===== config.mk =====
export PLATFORM = sky130hd
export DESIGN_NAME = interrupt_controller_flat
export DESIGN_NICKNAME = d
export VERILOG_FILES = /design/src/rtl/interrupt_controller_pkg.sv /design/src/rtl/interrupt_controller_if.sv /design/src/rtl/interrupt_controller_intc_sync.sv /design/src/rtl/interrupt_controller.sv /design/src/flat_wrapper.sv
export SDC_FILE = /design/constraint.sdc
export NUM_CORES = 1
export LEC_CHECK = 0
export ABC_AREA = 1
export CORE_UTILIZATION = 36
export DETAILED_ROUTE_END_ITERATION = 8
export PLACE_DENSITY = 0.81
export RECOVER_POWER = 25
export SYNTH_ARGS = -nofsm -noshare
export SYNTH_HDL_FRONTEND = slang
export SYNTH_SLANG_ARGS = --single-unit

===== constraint.sdc =====
create_clock -name CLK -period 1.3 [get_ports CLK]
set_input_delay 0.39 -clock CLK [delete_from_list [all_inputs] [get_ports CLK]]
set_output_delay 0.39 -clock CLK [all_outputs]
set_load 0.03 [all_outputs]

===== src/rtl/interrupt_controller_pkg.sv =====
// Shared constants for the interrupt controller: PC next-address select encodings and FSM states.
package interrupt_controller_pkg;

  localparam int unsigned PC_SEL_W = 3;
  localparam int unsigned N_LEVELS = 2;

  localparam logic [PC_SEL_W-1:0] PC_NEXTX_NEXT  = 3'd0;
  localparam logic [PC_SEL_W-1:0] PC_NEXTX_INTV0 = 3'd4;
  localparam logic [PC_SEL_W-1:0] PC_NEXTX_INTV1 = 3'd5;
  localparam logic [PC_SEL_W-1:0] PC_NEXTX_INTR0 = 3'd6;
  localparam logic [PC_SEL_W-1:0] PC_NEXTX_INTR1 = 3'd7;

  typedef enum logic [2:0] {
    ST_IDLE  = 3'd0,
    ST_TAKE0 = 3'd1,
    ST_TAKE1 = 3'd2,
    ST_RET0  = 3'd3,
    ST_RET1  = 3'd4
  } intc_state_e;

endpackage


===== src/rtl/interrupt_controller_if.sv =====
// Core-side bus between pipeline/decoder, interrupt controller and program counter.
import interrupt_controller_pkg::*;

interface interrupt_controller_if;
  logic                FETCH;
  logic                DECODE;
  logic                COMMIT;
  logic                INTC_EIX;
  logic                INTC_DIX;
  logic                INTC_RETIX;
  logic [PC_SEL_W-1:0] PC_NEXTX_DEC;
  logic                PC_ENX_DEC;
  logic [PC_SEL_W-1:0] PC_NEXTX;
  logic                PC_ENX;
  logic                PC_LD_INT0X;
  logic                PC_LD_INT1X;

  // Core/decoder side
  modport master (
    output FETCH, DECODE, COMMIT, INTC_EIX, INTC_DIX, INTC_RETIX, PC_NEXTX_DEC, PC_ENX_DEC,
    input  PC_NEXTX, PC_ENX, PC_LD_INT0X, PC_LD_INT1X
  );

  // Interrupt controller side
  modport slave (
    input  FETCH, DECODE, COMMIT, INTC_EIX, INTC_DIX, INTC_RETIX, PC_NEXTX_DEC, PC_ENX_DEC,
    output PC_NEXTX, PC_ENX, PC_LD_INT0X, PC_LD_INT1X
  );
endinterface


===== src/rtl/interrupt_controller_intc_sync.sv =====
// Per-level request synchroniser; with INTC_EDGE_DETECT_EN defined the output is a
// one-cycle rising-edge pulse, otherwise it is the synchronised level.
module intc_sync #(
  parameter int unsigned SYNC_STAGES = 2
) (
  input  logic CLK,
  input  logic RESET,
  input  logic req_in,
  output logic req_out
);

  logic [SYNC_STAGES-1:0] sync_q;

  always_ff @(posedge CLK or posedge RESET) begin
    if (RESET) sync_q <= '0;
    else       sync_q <= {sync_q[SYNC_STAGES-2:0], req_in};
  end

`ifdef INTC_EDGE_DETECT_EN
  logic last_q;

  always_ff @(posedge CLK or posedge RESET) begin
    if (RESET) last_q <= 1'b0;
    else       last_q <= sync_q[SYNC_STAGES-1];
  end

  assign req_out = sync_q[SYNC_STAGES-1] & ~last_q;
`else
  assign req_out = sync_q[SYNC_STAGES-1];
`endif

endmodule


===== src/rtl/interrupt_controller.sv =====
// Two-level interrupt controller that overrides PC next-address control at instruction boundaries.
// Define INTC_EDGE_DETECT_EN for edge-latched requests; default is level-sensitive.
module interrupt_controller
  import interrupt_controller_pkg::*;
#(
  parameter int unsigned SYNC_STAGES = 2
) (
  input  logic                   CLK,
  input  logic                   RESET,
  input  logic                   INT0_IN,
  input  logic                   INT1_IN,
  interrupt_controller_if.slave  bus,
  output logic [N_LEVELS-1:0]    INT_ACK,
  output logic                   INT_EN,
  output logic [N_LEVELS-1:0]    IN_SERVICE
);

  intc_state_e         state_q;
  logic                ie_q;
  logic [N_LEVELS-1:0] isr_q;
  logic [N_LEVELS-1:0] ack_q;
  logic [N_LEVELS-1:0] req;
  logic [N_LEVELS-1:0] pend;
  logic                unused_decode;

  assign unused_decode = bus.DECODE;

  intc_sync #(.SYNC_STAGES(SYNC_STAGES)) u_sync0 (
    .CLK(CLK), .RESET(RESET), .req_in(INT0_IN), .req_out(req[0])
  );

  intc_sync #(.SYNC_STAGES(SYNC_STAGES)) u_sync1 (
    .CLK(CLK), .RESET(RESET), .req_in(INT1_IN), .req_out(req[1])
  );

`ifdef INTC_EDGE_DETECT_EN
  logic [N_LEVELS-1:0] pend_q;
  logic [N_LEVELS-1:0] pend_clr;

  assign pend_clr = {bus.FETCH && (state_q == ST_TAKE1), bus.FETCH && (state_q == ST_TAKE0)};

  // Clear wins on the taking edge; a fresh edge re-arms from the next cycle
  always_ff @(posedge CLK or posedge RESET) begin
    if (RESET) pend_q <= '0;
    else       pend_q <= (pend_q | req) & ~pend_clr;
  end

  assign pend = pend_q;
`else
  assign pend = req;
`endif

  // Boundary FSM plus IE/ISR/ACK registers
  always_ff @(posedge CLK or posedge RESET) begin
    if (RESET) begin
      state_q <= ST_IDLE;
      ie_q    <= 1'b0;
      isr_q   <= '0;
      ack_q   <= '0;
    end else begin
      ack_q <= '0;
      if (bus.COMMIT) begin
        if (bus.INTC_EIX)      ie_q <= 1'b1;
        else if (bus.INTC_DIX) ie_q <= 1'b0;
        if (state_q == ST_IDLE) begin
          if (bus.INTC_RETIX && isr_q[0])                    state_q <= ST_RET0;
          else if (bus.INTC_RETIX && isr_q[1])               state_q <= ST_RET1;
          else if (ie_q && pend[0] && !isr_q[0])             state_q <= ST_TAKE0;
          else if (ie_q && pend[1] && !isr_q[0] && !isr_q[1]) state_q <= ST_TAKE1;
        end
      end
      if (bus.FETCH && (state_q != ST_IDLE)) begin
        state_q <= ST_IDLE;
        case (state_q)
          ST_TAKE0: begin isr_q[0] <= 1'b1; ack_q <= 2'b01; end
          ST_TAKE1: begin isr_q[1] <= 1'b1; ack_q <= 2'b10; end
          ST_RET0:  isr_q[0] <= 1'b0;
          ST_RET1:  isr_q[1] <= 1'b0;
          default:  ;
        endcase
      end
    end
  end

  // PC control mux: overrides the decoder only in the FETCH cycle after a decision
  always_comb begin
    bus.PC_NEXTX    = bus.PC_NEXTX_DEC;
    bus.PC_ENX      = bus.PC_ENX_DEC;
    bus.PC_LD_INT0X = 1'b0;
    bus.PC_LD_INT1X = 1'b0;
    if (bus.FETCH) begin
      case (state_q)
        ST_TAKE0: begin bus.PC_NEXTX = PC_NEXTX_INTV0; bus.PC_ENX = 1'b1; bus.PC_LD_INT0X = 1'b1; end
        ST_TAKE1: begin bus.PC_NEXTX = PC_NEXTX_INTV1; bus.PC_ENX = 1'b1; bus.PC_LD_INT1X = 1'b1; end
        ST_RET0:  begin bus.PC_NEXTX = PC_NEXTX_INTR0; bus.PC_ENX = 1'b1; end
        ST_RET1:  begin bus.PC_NEXTX = PC_NEXTX_INTR1; bus.PC_ENX = 1'b1; end
        default:  ;
      endcase
    end
  end

  assign INT_ACK    = ack_q;
  assign INT_EN     = ie_q;
  assign IN_SERVICE = isr_q;

endmodule


===== src/flat_wrapper.sv =====
// flat-port wrapper written by rule: the top's interface ports become plain ports
module interrupt_controller_flat import interrupt_controller_pkg::*;
#(
  parameter int unsigned SYNC_STAGES = 2
)
  (CLK, RESET, INT0_IN, INT1_IN, INT_ACK, INT_EN, IN_SERVICE, bus_FETCH, bus_DECODE, bus_COMMIT, bus_INTC_EIX, bus_INTC_DIX, bus_INTC_RETIX, bus_PC_NEXTX_DEC, bus_PC_ENX_DEC, bus_PC_NEXTX, bus_PC_ENX, bus_PC_LD_INT0X, bus_PC_LD_INT1X);
  interrupt_controller_if bus_i ();
  input  logic CLK;
  input  logic RESET;
  input  logic INT0_IN;
  input  logic INT1_IN;
  output logic [N_LEVELS-1:0] INT_ACK;
  output logic INT_EN;
  output logic [N_LEVELS-1:0] IN_SERVICE;
  input wire logic [$bits(bus_i.FETCH)-1:0] bus_FETCH;
  input wire logic [$bits(bus_i.DECODE)-1:0] bus_DECODE;
  input wire logic [$bits(bus_i.COMMIT)-1:0] bus_COMMIT;
  input wire logic [$bits(bus_i.INTC_EIX)-1:0] bus_INTC_EIX;
  input wire logic [$bits(bus_i.INTC_DIX)-1:0] bus_INTC_DIX;
  input wire logic [$bits(bus_i.INTC_RETIX)-1:0] bus_INTC_RETIX;
  input wire logic [$bits(bus_i.PC_NEXTX_DEC)-1:0] bus_PC_NEXTX_DEC;
  input wire logic [$bits(bus_i.PC_ENX_DEC)-1:0] bus_PC_ENX_DEC;
  output wire logic [$bits(bus_i.PC_NEXTX)-1:0] bus_PC_NEXTX;
  output wire logic [$bits(bus_i.PC_ENX)-1:0] bus_PC_ENX;
  output wire logic [$bits(bus_i.PC_LD_INT0X)-1:0] bus_PC_LD_INT0X;
  output wire logic [$bits(bus_i.PC_LD_INT1X)-1:0] bus_PC_LD_INT1X;
  assign bus_i.FETCH = bus_FETCH;
  assign bus_i.DECODE = bus_DECODE;
  assign bus_i.COMMIT = bus_COMMIT;
  assign bus_i.INTC_EIX = bus_INTC_EIX;
  assign bus_i.INTC_DIX = bus_INTC_DIX;
  assign bus_i.INTC_RETIX = bus_INTC_RETIX;
  assign bus_i.PC_NEXTX_DEC = bus_PC_NEXTX_DEC;
  assign bus_i.PC_ENX_DEC = bus_PC_ENX_DEC;
  assign bus_PC_NEXTX = bus_i.PC_NEXTX;
  assign bus_PC_ENX = bus_i.PC_ENX;
  assign bus_PC_LD_INT0X = bus_i.PC_LD_INT0X;
  assign bus_PC_LD_INT1X = bus_i.PC_LD_INT1X;
  interrupt_controller #(.SYNC_STAGES(SYNC_STAGES)) u_core (.CLK(CLK), .RESET(RESET), .INT0_IN(INT0_IN), .INT1_IN(INT1_IN), .bus(bus_i), .INT_ACK(INT_ACK), .INT_EN(INT_EN), .IN_SERVICE(IN_SERVICE));
endmodule

# After elaboration in Yosys (flattened, before gate mapping)
# Cells that the tools add are included.
[word_totals]
register_bits = 12
latch_bits = 0
mem_bits_rw = 0
mem_bits_ro = 0
inputBits = 14
word_cells = 55
n_memories = 0
[classes]
addsub = 0
mul = 0
n_div = 0
n_lt_le_gt_ge = 0
eq_ne = 4
shift = 0
muxes = 21
n_bitwise = 0
reduce_logical = 23
[op_table]
columns = ["op", "n"]
rows = [
  ["$mux 3", 8],
  ["$pmux 3 s4", 1],
  ["$reduce_bool 2->1", 5],
  ["$logic_and 1x1->1", 8],
  ["$mux 1", 8],
  ["$eq 3x2->1 const B", 2],
  ["$reduce_and 2->1", 3],
  ["$reduce_bool 5->1", 1],
  ["$pmux 1 s2", 2],
  ["$pmux 2 s2", 1],
  ["$reduce_or 4->1", 1],
  ["$eq 3x1->1 const B", 1],
  ["$eq 3x3->1 const B", 1],
  ["$logic_not 3->1", 1],
  ["$reduce_and 3->1", 1],
  ["$reduce_bool 3->1", 1],
  ["$logic_not 1->1", 2],
  ["$mux 2", 1],
]

# Longest topological paths before layout
# Gate-level depths: netlist of run 1.
[logic_depth]
ltp_word = 10
ltp_mapped = 7
mapped_depth_nobuf = 7

# Modules after synthesis
# Synthesis of run 1 repeated with hierarchy kept, for this count alone.
[hier_totals]
cells_unflattened = 75
area_unflattened_um2 = 604.3
[by_module_without_submodules]
columns = ["mod", "n_inst", "cells_each", "area_per_inst_um2", "seq_area_each_um2"]
rows = [
  ["interrupt_controller", 1, 69, 496.7, 200.2],
  ["intc_sync", 2, 3, 53.8, 50.0],
]

# Worst setup path after synthesis of run 1
# Ideal clock, no wire load.
[synth_path]
path_kind = "reg-to-output"
startpoint = "reg u_core.state_q[0]"
endpoint = "out bus_PC_NEXTX[1]"
t_arrival_ns = 1.100
t_required_ns = 0.910
path_slack_ns = -0.190
path_stages_with_launch = 6
path_buffers = 0
cell_sequence = "dfrtp_1 nand3b_2 a21oi_4 nor2_2 nand2_1 nand2_1"
[synth_via]
elab_chain_cells = 3
[synth_rtl]
columns = ["item", "line", "text"]
rows = [
  ["start: declaration", "interrupt_controller.sv:18", "intc_state_e state_q;"],
  ["start signal: assignment", "interrupt_controller.sv:56", "state_q <= ST_IDLE;"],
  ["start signal: assignment", "interrupt_controller.sv:66", "if (bus.INTC_RETIX && isr_q[0]) state_q <= ST_RET0;"],
  ["start signal: assignment", "interrupt_controller.sv:67", "else if (bus.INTC_RETIX && isr_q[1]) state_q <= ST_RET1;"],
  ["$eq 3x3->1 (tied with other cells)", "interrupt_controller.sv:92", "case (state_q)"],
  ["$pmux 3 s4 *", "interrupt_controller.sv:92", ""],
  ["$mux 3 *", "interrupt_controller.sv:91", "if (bus.FETCH) begin"],
  ["end: declaration", "flat_wrapper.sv:23", "output wire logic [$bits(bus_i.PC_NEXTX)-1:0] bus_PC_NEXTX;"],
]
# Mark *: on every way between the ends. The rest lies on a longest branch, timed or not.

# Worst setup path after layout of run 1
# Same ends and word-level chain as after synthesis.

==> metrics, run 1 <==
Seq/Total Area, Yosys 51.4%; P per Cell Area 1950 mW/mm^2; mean area per synthesized cell 8.23 um^2; status finished with violations; Max Cap Violations 0; CTS sink cnt 12; RePlAce Congestion 0.810; ANT cells 0; Psw 851 uW; CP max FO 4; Int Power 1.22 mW; clock transition at the registers of the reported paths 80 ps; DRC Markers 0; CTS H-tree lvls 1; Setup crit start kind register; Distinct cells, synth 18; total negative slack -2680 ps; total global routing overflow 0; Detail Route Antenna Nets 0; worst slew pin tran about 630 ps; slew margin rel. between 50% and 60%; Comb pwr share 58.3%; Area Overhead vs Synth 81.4%; DR vias/cell 4.72; Max VDD drop 0.000962 V; Power, Total 2.07 mW; Syn Nets 85; Final Critical Period 1810 ps; Leak Pwr 0.545 nW; Arr. time, crit path approximately 1400 ps; initial antenna violation count 0; Yosys reg bits 12; dpl hpwl 1090 um; largest net degree at the start of global routing 13; skew final about 6.7 ps; Total GRT Usage between 10% and 20%; Worst R2R Setup Slack -20 ps; CTS tree yes; Peak Freq 0.552 GHz; Hold Fails Final Rpt 0; clock buffer depth 2; drt total wl around 1500 um; DR iter-0 viols 9; dpl cell area 936 um^2; Core Area 0.00151 mm^2; # port buffers 23; total CTS buffers 3; data required time of the worst path 910 ps; hold crit path type reg2reg; die width roughly 42 um; Final nets 129; DR WL/cell 11.4 um; Worst Setup Slack, final -513 ps; later-pin clock latency in the skew report 270 ps; layout cell share with drive strength beyond 1 43.9%; failing checks negative setup slack; Slew Limit Fails 0; die area 0.00179 mm^2; Initial Util between 30 and 40%; final-report setup violation count 8; DR pass1 iterations 4; CTS root buf clkbuf_4; crit path kind reg2out; RSZ-0062 raised after global routing yes; share of total power in the clock network 14.0%; Via Count 613; Die Ht 42.3 um; Flop pwr share 27.7%; CP endpoint kind primary output; first-pass GRT wire length 2480 um; io pins 25; Mapped Cells 71; Period Utilization, post-route 139%; final instance area 0.00106 mm^2; YS warnings 0; synthesized area around 580 um^2; Net Sw Frac 41.1%; hold_buf cts 0; row count 14; vias in the first global route 609
==> final timing paths <==
path | startpoint | to | depth (start not counted)
setup reg to reg | u_core.state_q[0] | u_core.state_q[1] | 9
max in group asynchronous | RESET | u_core.state_q[1] | 3
min in group asynchronous | RESET | u_core.u_sync0.sync_q[0] | 3
hold / removal | u_core.u_sync1.sync_q[0] | u_core.u_sync1.sync_q[1] | 0
hold reg to reg | u_core.u_sync1.sync_q[0] | u_core.u_sync1.sync_q[1] | 0
setup / recovery | u_core.state_q[0] | bus_PC_NEXTX[1] | 7
==> power groups by stage <==
stage / logic, mW / registers (mW) / clock network (mW)
global route: 1.29 / 0.585 / 0.323
detailed placement: 0.982 / 0.574 / 0
floorplan: 0.506 / 0.666 / 0
CTS: 1.11 / 0.558 / 0.300
global placement: 0.960 / 0.572 / 0
finish: 1.20 / 0.573 / 0.290
==> per-layer routing <==
metal / vias up / global-route usage, % / routed length, um / share of wire (%)
li1: 308 / - / - / -
met1: 288 / 22.6 / 632 / 42
met2: 17 / 31.4 / 763 / 51
met3: 0 / 7.76 / 93 / 6.3
met4: 0 / 1.88 / 0 / 0
met5: - / 0 / 0 / 0
==> layout by cell type (no fill, tap or decap) <==
cell and instances:
clkdlybuf4s50_1 10, a21o_2 1, dlygate4sd2_1 1, a22o_1 1
o21ai_1 1, clkbuf_1 1, nand3_1 4, clkbuf_8 1
nand2_1 15, clkbuf_4 3, dfrtp_1 9, nor2_4 5
buf_6 10, nor2_1 7, nand4_1 1, o22ai_1 1
dfrtp_2 3, dlygate4sd3_1 1, inv_2 2, a21oi_1 2
nand3_2 1, nand3b_4 1, nand2_4 2, inv_1 9
o21ai_0 1, nand2_2 4, buf_4 16, a21oi_4 1
==> critical path, stage by stage (launching register included) <==
cell and delay [ps]:
dfrtp_2 440, buf_4 150, nand3_2 80, inv_1 70, nor2_4 140, nand2_2 80
nand2_4 70, buf_6 120
==> kinds of logic (layout without fill, tap and decap cells) <==
| group | count (synthesis) | after routing | share of synthesized area (%) |
|---|---|---|---|
| buffers and inverters | 11 | 54 | 7.07 |
| AOI/OAI and AO/OA | 8 | 8 | 10.1 |
| and+or+nand+nor | 40 | 40 | 31.5 |
| DFF | 12 | 12 | 51.4 |
==> synthesized netlist by cell type (all sizes together) <==
master  count  area, um^2
nand3       5        25.0
inv        11        41.3
nand4       1        6.26
a21o        1        7.51
o21ai       2        10.0
a21oi       3        26.3
nor2       12        57.6
nand2      21        83.8
a22o        1        8.76
o22ai       1        6.26
nand3b      1        11.3
dfrtp      12         300
==> flip-flops by register name, indices dropped and copies added (netlist names) <==
signal / count
u_core.INT_ACK: 2
u_core.INT_EN: 1
u_core.IN_SERVICE: 2
u_core.state_q: 3
u_core.u_sync0.sync_q: 2
u_core.u_sync1.sync_q: 2
==> per-stage QoR <==
| step | setup slack [ps] | utilization, % | std cells | hold WS (ps) |
|---|---|---|---|---|
| 2_1_floorplan | -130 | - | 71 | 255 |
| 3_3_place_gp | -610 | 62.1 | 121 | 332 |
| 3_5_place_dp | -637 | 62.1 | 121 | 339 |
| 4_1_cts | -522 | 68.0 | 129 | 356 |
| 5_1_grt | -579 | 70.3 | 130 | 367 |
| 6_report | -513 | 70.3 | 130 | 353 |
==> final cells by class <==
type	count	area (um^2)
Multi-Input combinational cell	48	303
Tap cell	16	20.0
Sequential cell	12	304
Inverter	11	41.3
Fill cell	113	447
Timing Repair Buffer	39	355
Clock buffer	4	36.3
==> timing repair <==
item	in CTS	in global routing
hold endpoints to repair	0	0
cloned	0	0
pin swaps	5	3
setup endpoints to repair	6	11
setup buffers	4	1
gates resized for setup	8	8
Note: power is estimated with default switching activity, not from simulation.
==> inputs of run 2 (changes only) <==
--- a/config.mk
+++ b/config.mk
@@ -10,6 +10,7 @@
 export DETAILED_ROUTE_END_ITERATION = 8
 export PLACE_DENSITY = 0.81
 export RECOVER_POWER = 25
+export SLEW_MARGIN = 5
 export SYNTH_ARGS = -nofsm -noshare
 export SYNTH_HDL_FRONTEND = slang
 export SYNTH_SLANG_ARGS = --single-unit
==> results of run 2 <==
No change in the layout: final DEF, timing and power equal those of run 1.
